### src/rtl/mul_div_pkg.sv
// rtl/mul_div_pkg.sv - shared width, op encodings and FSM states for the iterative mul/div unit
package mul_div_pkg;

    localparam int XLEN = 64;

    typedef enum logic [2:0] {
        OP_MUL   = 3'b000,
        OP_MULH  = 3'b001,
        OP_MULHU = 3'b010,
        OP_RSVD  = 3'b011,
        OP_DIV   = 3'b100,
        OP_DIVU  = 3'b101,
        OP_REM   = 3'b110,
        OP_REMU  = 3'b111
    } op_e;

    typedef enum logic [1:0] {
        ST_IDLE   = 2'd0,
        ST_CALC   = 2'd1,
        ST_FINISH = 2'd2
    } state_e;

endpackage

### src/rtl/mul_div_iter.sv
// rtl/mul_div_iter.sv - radix-2 iterative multiplier/divider with one shared adder
module mul_div_iter #(
    parameter int XLEN = mul_div_pkg::XLEN
) (
    input  logic            CLK,
    input  logic            RST,
    input  logic            START,
    input  logic [2:0]      OP,
    input  logic [XLEN-1:0] A,
    input  logic [XLEN-1:0] B,
    output logic            BUSY,
    output logic            DONE,
    output logic [XLEN-1:0] RESULT
);
    import mul_div_pkg::*;

    localparam int CW = $clog2(XLEN) + 1;

    state_e            state_q, state_d;
    logic [CW-1:0]     cnt_q, cnt_d;
    logic [2*XLEN-1:0] acc_q, acc_d;
    logic [XLEN-1:0]   opb_q, opb_d;
    op_e               op_q, op_d;
    logic              neg_q, neg_d;
    logic [XLEN-1:0]   result_q, result_d;

    // Shared datapath wires
    logic [XLEN:0]     add_a, add_b, sum;
    logic [2*XLEN-1:0] acc_next, prod_fix;
    logic [XLEN-1:0]   quo_fix, rem_fix, final_res;

    // Request decode wires
    op_e               op_in;
    logic              signed_in, is_div_in, is_rem_in, b_zero, ovf;
    logic [XLEN-1:0]   a_mag, b_mag;

    // Decode the incoming request: signedness, magnitudes and the short-circuit cases
    always_comb begin
        op_in     = op_e'(OP);
        signed_in = !(op_in == OP_MULHU || op_in == OP_DIVU || op_in == OP_REMU);
        is_div_in = OP[2];
        is_rem_in = OP[2] & OP[1];
        a_mag     = (signed_in && A[XLEN-1]) ? -A : A;
        b_mag     = (signed_in && B[XLEN-1]) ? -B : B;
        b_zero    = (B == '0);
        ovf       = signed_in && (A == {1'b1, {(XLEN-1){1'b0}}}) && (&B);
    end

    // One iteration step: add for shift-add multiply, trial subtract for restoring divide
    always_comb begin
        add_a = op_q[2] ? {acc_q[2*XLEN-1:XLEN], acc_q[XLEN-1]} : {1'b0, acc_q[2*XLEN-1:XLEN]};
        add_b = op_q[2] ? ~{1'b0, opb_q} : {1'b0, opb_q};
        sum   = add_a + add_b + {{XLEN{1'b0}}, op_q[2]};
        if (op_q[2]) begin
            // Non-negative difference means the divisor fits: keep it and shift in a 1
            if (!sum[XLEN]) acc_next = {sum[XLEN-1:0], acc_q[XLEN-2:0], 1'b1};
            else            acc_next = {add_a[XLEN-1:0], acc_q[XLEN-2:0], 1'b0};
        end else begin
            if (acc_q[0]) acc_next = {sum, acc_q[XLEN-1:1]};
            else          acc_next = {1'b0, acc_q[2*XLEN-1:1]};
        end
    end

    // Sign correction and result selection from the final iteration
    always_comb begin
        prod_fix = neg_q ? -acc_next : acc_next;
        quo_fix  = neg_q ? -acc_next[XLEN-1:0] : acc_next[XLEN-1:0];
        rem_fix  = neg_q ? -acc_next[2*XLEN-1:XLEN] : acc_next[2*XLEN-1:XLEN];
        case (op_q)
            OP_MULH, OP_MULHU: final_res = prod_fix[2*XLEN-1:XLEN];
            OP_DIV, OP_DIVU:   final_res = quo_fix;
            OP_REM, OP_REMU:   final_res = rem_fix;
            default:           final_res = prod_fix[XLEN-1:0];
        endcase
    end

    // Control FSM next-state and register updates
    always_comb begin
        state_d  = state_q;
        cnt_d    = cnt_q;
        acc_d    = acc_q;
        opb_d    = opb_q;
        op_d     = op_q;
        neg_d    = neg_q;
        result_d = result_q;
        case (state_q)
            ST_IDLE: begin
                if (START) begin
                    if (is_div_in && b_zero) begin
                        result_d = is_rem_in ? A : '1;
                        state_d  = ST_FINISH;
                    end else if (is_div_in && ovf) begin
                        result_d = is_rem_in ? '0 : A;
                        state_d  = ST_FINISH;
                    end else begin
                        acc_d   = {{XLEN{1'b0}}, a_mag};
                        opb_d   = b_mag;
                        op_d    = op_in;
                        neg_d   = signed_in && (is_rem_in ? A[XLEN-1] : (A[XLEN-1] ^ B[XLEN-1]));
                        cnt_d   = '0;
                        state_d = ST_CALC;
                    end
                end
            end
            ST_CALC: begin
                acc_d = acc_next;
                cnt_d = cnt_q + 1'b1;
                if (cnt_q == CW'(XLEN - 1)) begin
                    result_d = final_res;
                    state_d  = ST_FINISH;
                end
            end
            ST_FINISH: state_d = ST_IDLE;
            default:   state_d = ST_IDLE;
        endcase
    end

    // State and datapath registers, cleared asynchronously
    always_ff @(posedge CLK or posedge RST) begin
        if (RST) begin
            state_q  <= ST_IDLE;
            cnt_q    <= '0;
            acc_q    <= '0;
            opb_q    <= '0;
            op_q     <= OP_MUL;
            neg_q    <= 1'b0;
            result_q <= '0;
        end else begin
            state_q  <= state_d;
            cnt_q    <= cnt_d;
            acc_q    <= acc_d;
            opb_q    <= opb_d;
            op_q     <= op_d;
            neg_q    <= neg_d;
            result_q <= result_d;
        end
    end

    assign BUSY   = (state_q != ST_IDLE);
    assign DONE   = (state_q == ST_FINISH);
    assign RESULT = result_q;

endmodule

### config.mk
export PLATFORM = sky130hd
export DESIGN_NAME = mul_div_iter
export DESIGN_NICKNAME = d
export VERILOG_FILES = /design/src/rtl/mul_div_pkg.sv /design/src/rtl/mul_div_iter.sv
export SDC_FILE = /design/constraint.sdc
export NUM_CORES = 2
export LEC_CHECK = 0
export ABC_AREA = 0
export CAP_MARGIN = 20
export CELL_PAD_IN_SITES_DETAIL_PLACEMENT = 1
export CELL_PAD_IN_SITES_GLOBAL_PLACEMENT = 2
export CORE_MARGIN = 2
export CORE_UTILIZATION = 30
export CTS_CLUSTER_SIZE = 10
export DETAILED_ROUTE_END_ITERATION = 16
export PLACE_DENSITY = 0.71
export SLEW_MARGIN = 20
export SYNTH_ARGS = -nofsm -noshare
export SYNTH_HDL_FRONTEND = slang
export SYNTH_SLANG_ARGS = --single-unit
### constraint.sdc
create_clock -name CLK -period 10.3 [get_ports CLK]
set_input_delay 1.03 -clock CLK [delete_from_list [all_inputs] [get_ports CLK]]
set_output_delay 1.03 -clock CLK [all_outputs]
set_load 0.01 [all_outputs]
==> impl_metrics.env <==
export IMPL_maxSlewViolCount=0
export IMPL_required_ns=10.76
export IMPL_clock_sink_count=269
export IMPL_first_iter_violations=3145
export IMPL_yosysWarnings=0
export IMPL_status="finished, final reports clean"
export IMPL_synth_most_common_cell="o21ai_0"
export IMPL_setup_worst_path_end_class="flip-flop"
export IMPL_fmax_ghz=0.1081
export IMPL_gp_congestion=0.9900
export IMPL_p_int_uw=4325
export IMPL_worst_ir_drop_vdd_mv=0.1483
export IMPL_vias_per_cell=6.093
export IMPL_syn_area_um2=28900
export IMPL_crit_family="compound AO/OA/AOI/OAI gates"
export IMPL_postSynthAreaPerCell_um2=7.446
export IMPL_synth_compound_gate_area_share_pct=30.26
export IMPL_use_met1_pct=42.80
export IMPL_cts_buffer_depth=3
export IMPL_nNetsFinal=4136
export IMPL_synth_nets=4085
export IMPL_fill_cells=11660
export IMPL_drive_above_1_share_pct=8.034
export IMPL_crit_buf_inv=1
export IMPL_syn_to_final_growth_pct=15.34
export IMPL_gr_usage_all_layers_pct=30.08
export IMPL_synth_area_leaders="dfrtp_1 23%, o21ai_0 8.0%, nand2_1 6.0%, xor2_1 5.2%, a21oi_1 5.1%"
export IMPL_seq_power_share_pct=18.3
export IMPL_fin_area_um2=33330
export IMPL_synth_async_sr_flop_share_pct=100.0
export IMPL_clock_root_buffer="clkbuf_16"
export IMPL_cts_made_buffers=40
export IMPL_rsz0062_at_grt="false"
export IMPL_wl_per_cell_um=29.11
export IMPL_tns_ns=0
export IMPL_synth_cells=3881
export IMPL_dieArea_um2=98830
export IMPL_power_uw=9877
export IMPL_cts_resized=0
export IMPL_synth_top_area_share_pct=23.29
export IMPL_p_sw_uw=5553
export IMPL_dr_pass1_iters=6
export IMPL_max_stage_delay_ns=0.99
export IMPL_clock_latency_ns=0.60
export IMPL_synth_largest_area_cell="dfrtp_1"
export IMPL_utilization_pct=34.98
export IMPL_die_w_um=314.4
export IMPL_antenna_found_initial=7
export IMPL_cts_max_level=2
export IMPL_worst_pin_slew_ns=1.101
export IMPL_use_met3_pct=6.047
export IMPL_fin_crit_sh_pct=89.80
export IMPL_crit_path_frequent_cell="a21oi_1"
export IMPL_busiest_layer="met2"
export IMPL_min_period_ns=9.250
export IMPL_regArea_um2=6740
export IMPL_critPathMaxFanout=53
export IMPL_finClkSkew_ns=0.02938
export IMPL_synth_xor_xnor_area_share_pct=9.486
export IMPL_post_route_drc_count=0
export IMPL_grt_use_met2_pct=46.05
export IMPL_grt_pass1_wl_um=222600
export IMPL_setup_viol=0
export IMPL_pwr_share_comb_pct=67.5
export IMPL_grt_max_degree=134
export IMPL_synth_mux_area_fraction_pct=5.338
export IMPL_place_area_um2=32050
export IMPL_core_region_area_um2=95290
export IMPL_final_hold_viol_count=0
export IMPL_port_buffers=199
export IMPL_grt_ovfl_total=0
export IMPL_p_sw_share_pct=56.22
export IMPL_synthTopCellsByCount="463 x o21ai_0, 462 x nand2_1, 297 x a21oi_1, 284 x nor2_1, 269 x dfrtp_1"
export IMPL_initial_core_util_pct=30.33
export IMPL_relSlewSlack_pct=25.80
export IMPL_post_dp_hpwl_um=119200
export IMPL_ys_flop_type="dfrtp_1"
export IMPL_multi_input_area_um2=20810
export IMPL_worstSetupPathType="flip-flop to flip-flop"
export IMPL_yosys_register_bits=269
export IMPL_synth_top_family_by_area="compound AO/OA/AOI/OAI gates"
export IMPL_rows=113
export IMPL_clkPwrFrac_pct=14.2
export IMPL_vias=31840
export IMPL_grt_pass1_vias=31380
export IMPL_cap_violations=0
export IMPL_cts_setup_buffers=0
export IMPL_wl_um=152100
export IMPL_synth_simple_area_share_pct=23.62
export IMPL_clk_pin_slew_worst_paths_ns=0.06
export IMPL_pin_count=200
export IMPL_yosys_area_share_adder_pct=3.057
export IMPL_arrival_ns=9.71
export IMPL_startpoint_type="flip-flop"
export IMPL_synth_edf_count=0
export IMPL_min_path_type="flip-flop to flip-flop"
export IMPL_pwr_density_cell_nw_per_um2=296.3
export IMPL_cts_tree="done"
export IMPL_ys_types=119
export IMPL_hold_buffers=0
export IMPL_fp_dieH_um=314.4
export IMPL_antenna_left=0
export IMPL_yosysSeqAreaShare_pct=23.29
export IMPL_crit_slowest_cell="dfrtp_4"
export IMPL_leakagePower_uw=0.01256
## placed cells by master, fill, tap and decap left out, types with 72 or more instances in the layout
| master | Yosys | layout |
|---|---|---|
| nand2_1 | 462 | 461 |
| o21ai_0 | 463 | 461 |
| a21oi_1 | 297 | 296 |
| nor2_1 | 284 | 279 |
| dfrtp_1 | 269 | 266 |
| clkdlybuf4s50_1 | 0 | 199 |
| xor2_1 | 171 | 171 |
| nand3_1 | 153 | 153 |
| xnor2_1 | 142 | 142 |
| nor3_1 | 90 | 88 |
| buf_4 | 9 | 77 |
| mux2i_1 | 75 | 75 |
| nand4_1 | 72 | 72 |
## sequential cells by signal, summed over array words and instances, names as in the netlist
register  flops
acc_q       128
RESULT       64
opb_q        64
cnt_q         7
op_q          3
state_q       2
neg_q         1
## cells by family after synthesis
group                    count (synthesis)
AO/OA/AOI/OAI                         1360
XOR/XNOR                               313
adder cells (fa/ha/maj)                 70
buffers and inverters                  338
flip-flops                             269
multiplexers                           145
AND/OR/NAND/NOR                       1386
## tightest hold or removal path: cells and delay by family, from the launching register on
family	cells	cell delay [ns]
DFF	1	0.34
and+or+nand+nor	2	0.10
## metal layers
layer | part of all wire, % | wire length (um)
met1 | 46 | 69860
met2 | 44 | 66780
met3 | 7.4 | 11200
met4 | 2.8 | 4264
met5 | 0.016 | 25
## power groups by stage
stage	Combinational (uW)	Clock, uW	Sequential [uW]
after global routing	7160	1460	1840
after floorplan	4310	0	1580
after CTS	6560	1420	1800
after detailed placement	6520	0	1820
final	6670	1400	1810
after global placement	6480	0	1820
## cell type report
cell class	count	area share, %
flip-flops and latches	269	20.22
inverters	66	0.7658
repair buffers	281	8.011
multi-input cells	3274	62.43
well taps	1265	4.749
diodes	3	0.02252
clock buffers	59	3.551
clock inverters	9	0.2478
## path summary, 6_finish.rpt
path,start,to,slack (ns),cells after the start
max in group asynchronous,RST,acc_q[87],7.89,3
max,op_q[2],RESULT[38],1.05,26
min in group asynchronous,RST,acc_q[64],0.97,2
min reg2reg,RESULT[1],RESULT[1],0.47,2
max reg2reg,op_q[2],RESULT[38],1.05,26
min,RESULT[1],RESULT[1],0.47,2
## through the flow
step,setup slack [ns],std cells,hold slack [ns]
3_5_place_dp,1.327,5155,0.4672
6_report,1.050,5226,0.4715
5_1_grt,0.5164,5223,0.5110
4_1_cts,1.275,5223,0.4791
2_1_floorplan,0.4982,3881,0.4655
3_3_place_gp,1.571,5155,0.4637
No activity file was read; power rests on OpenSTA's default activity.
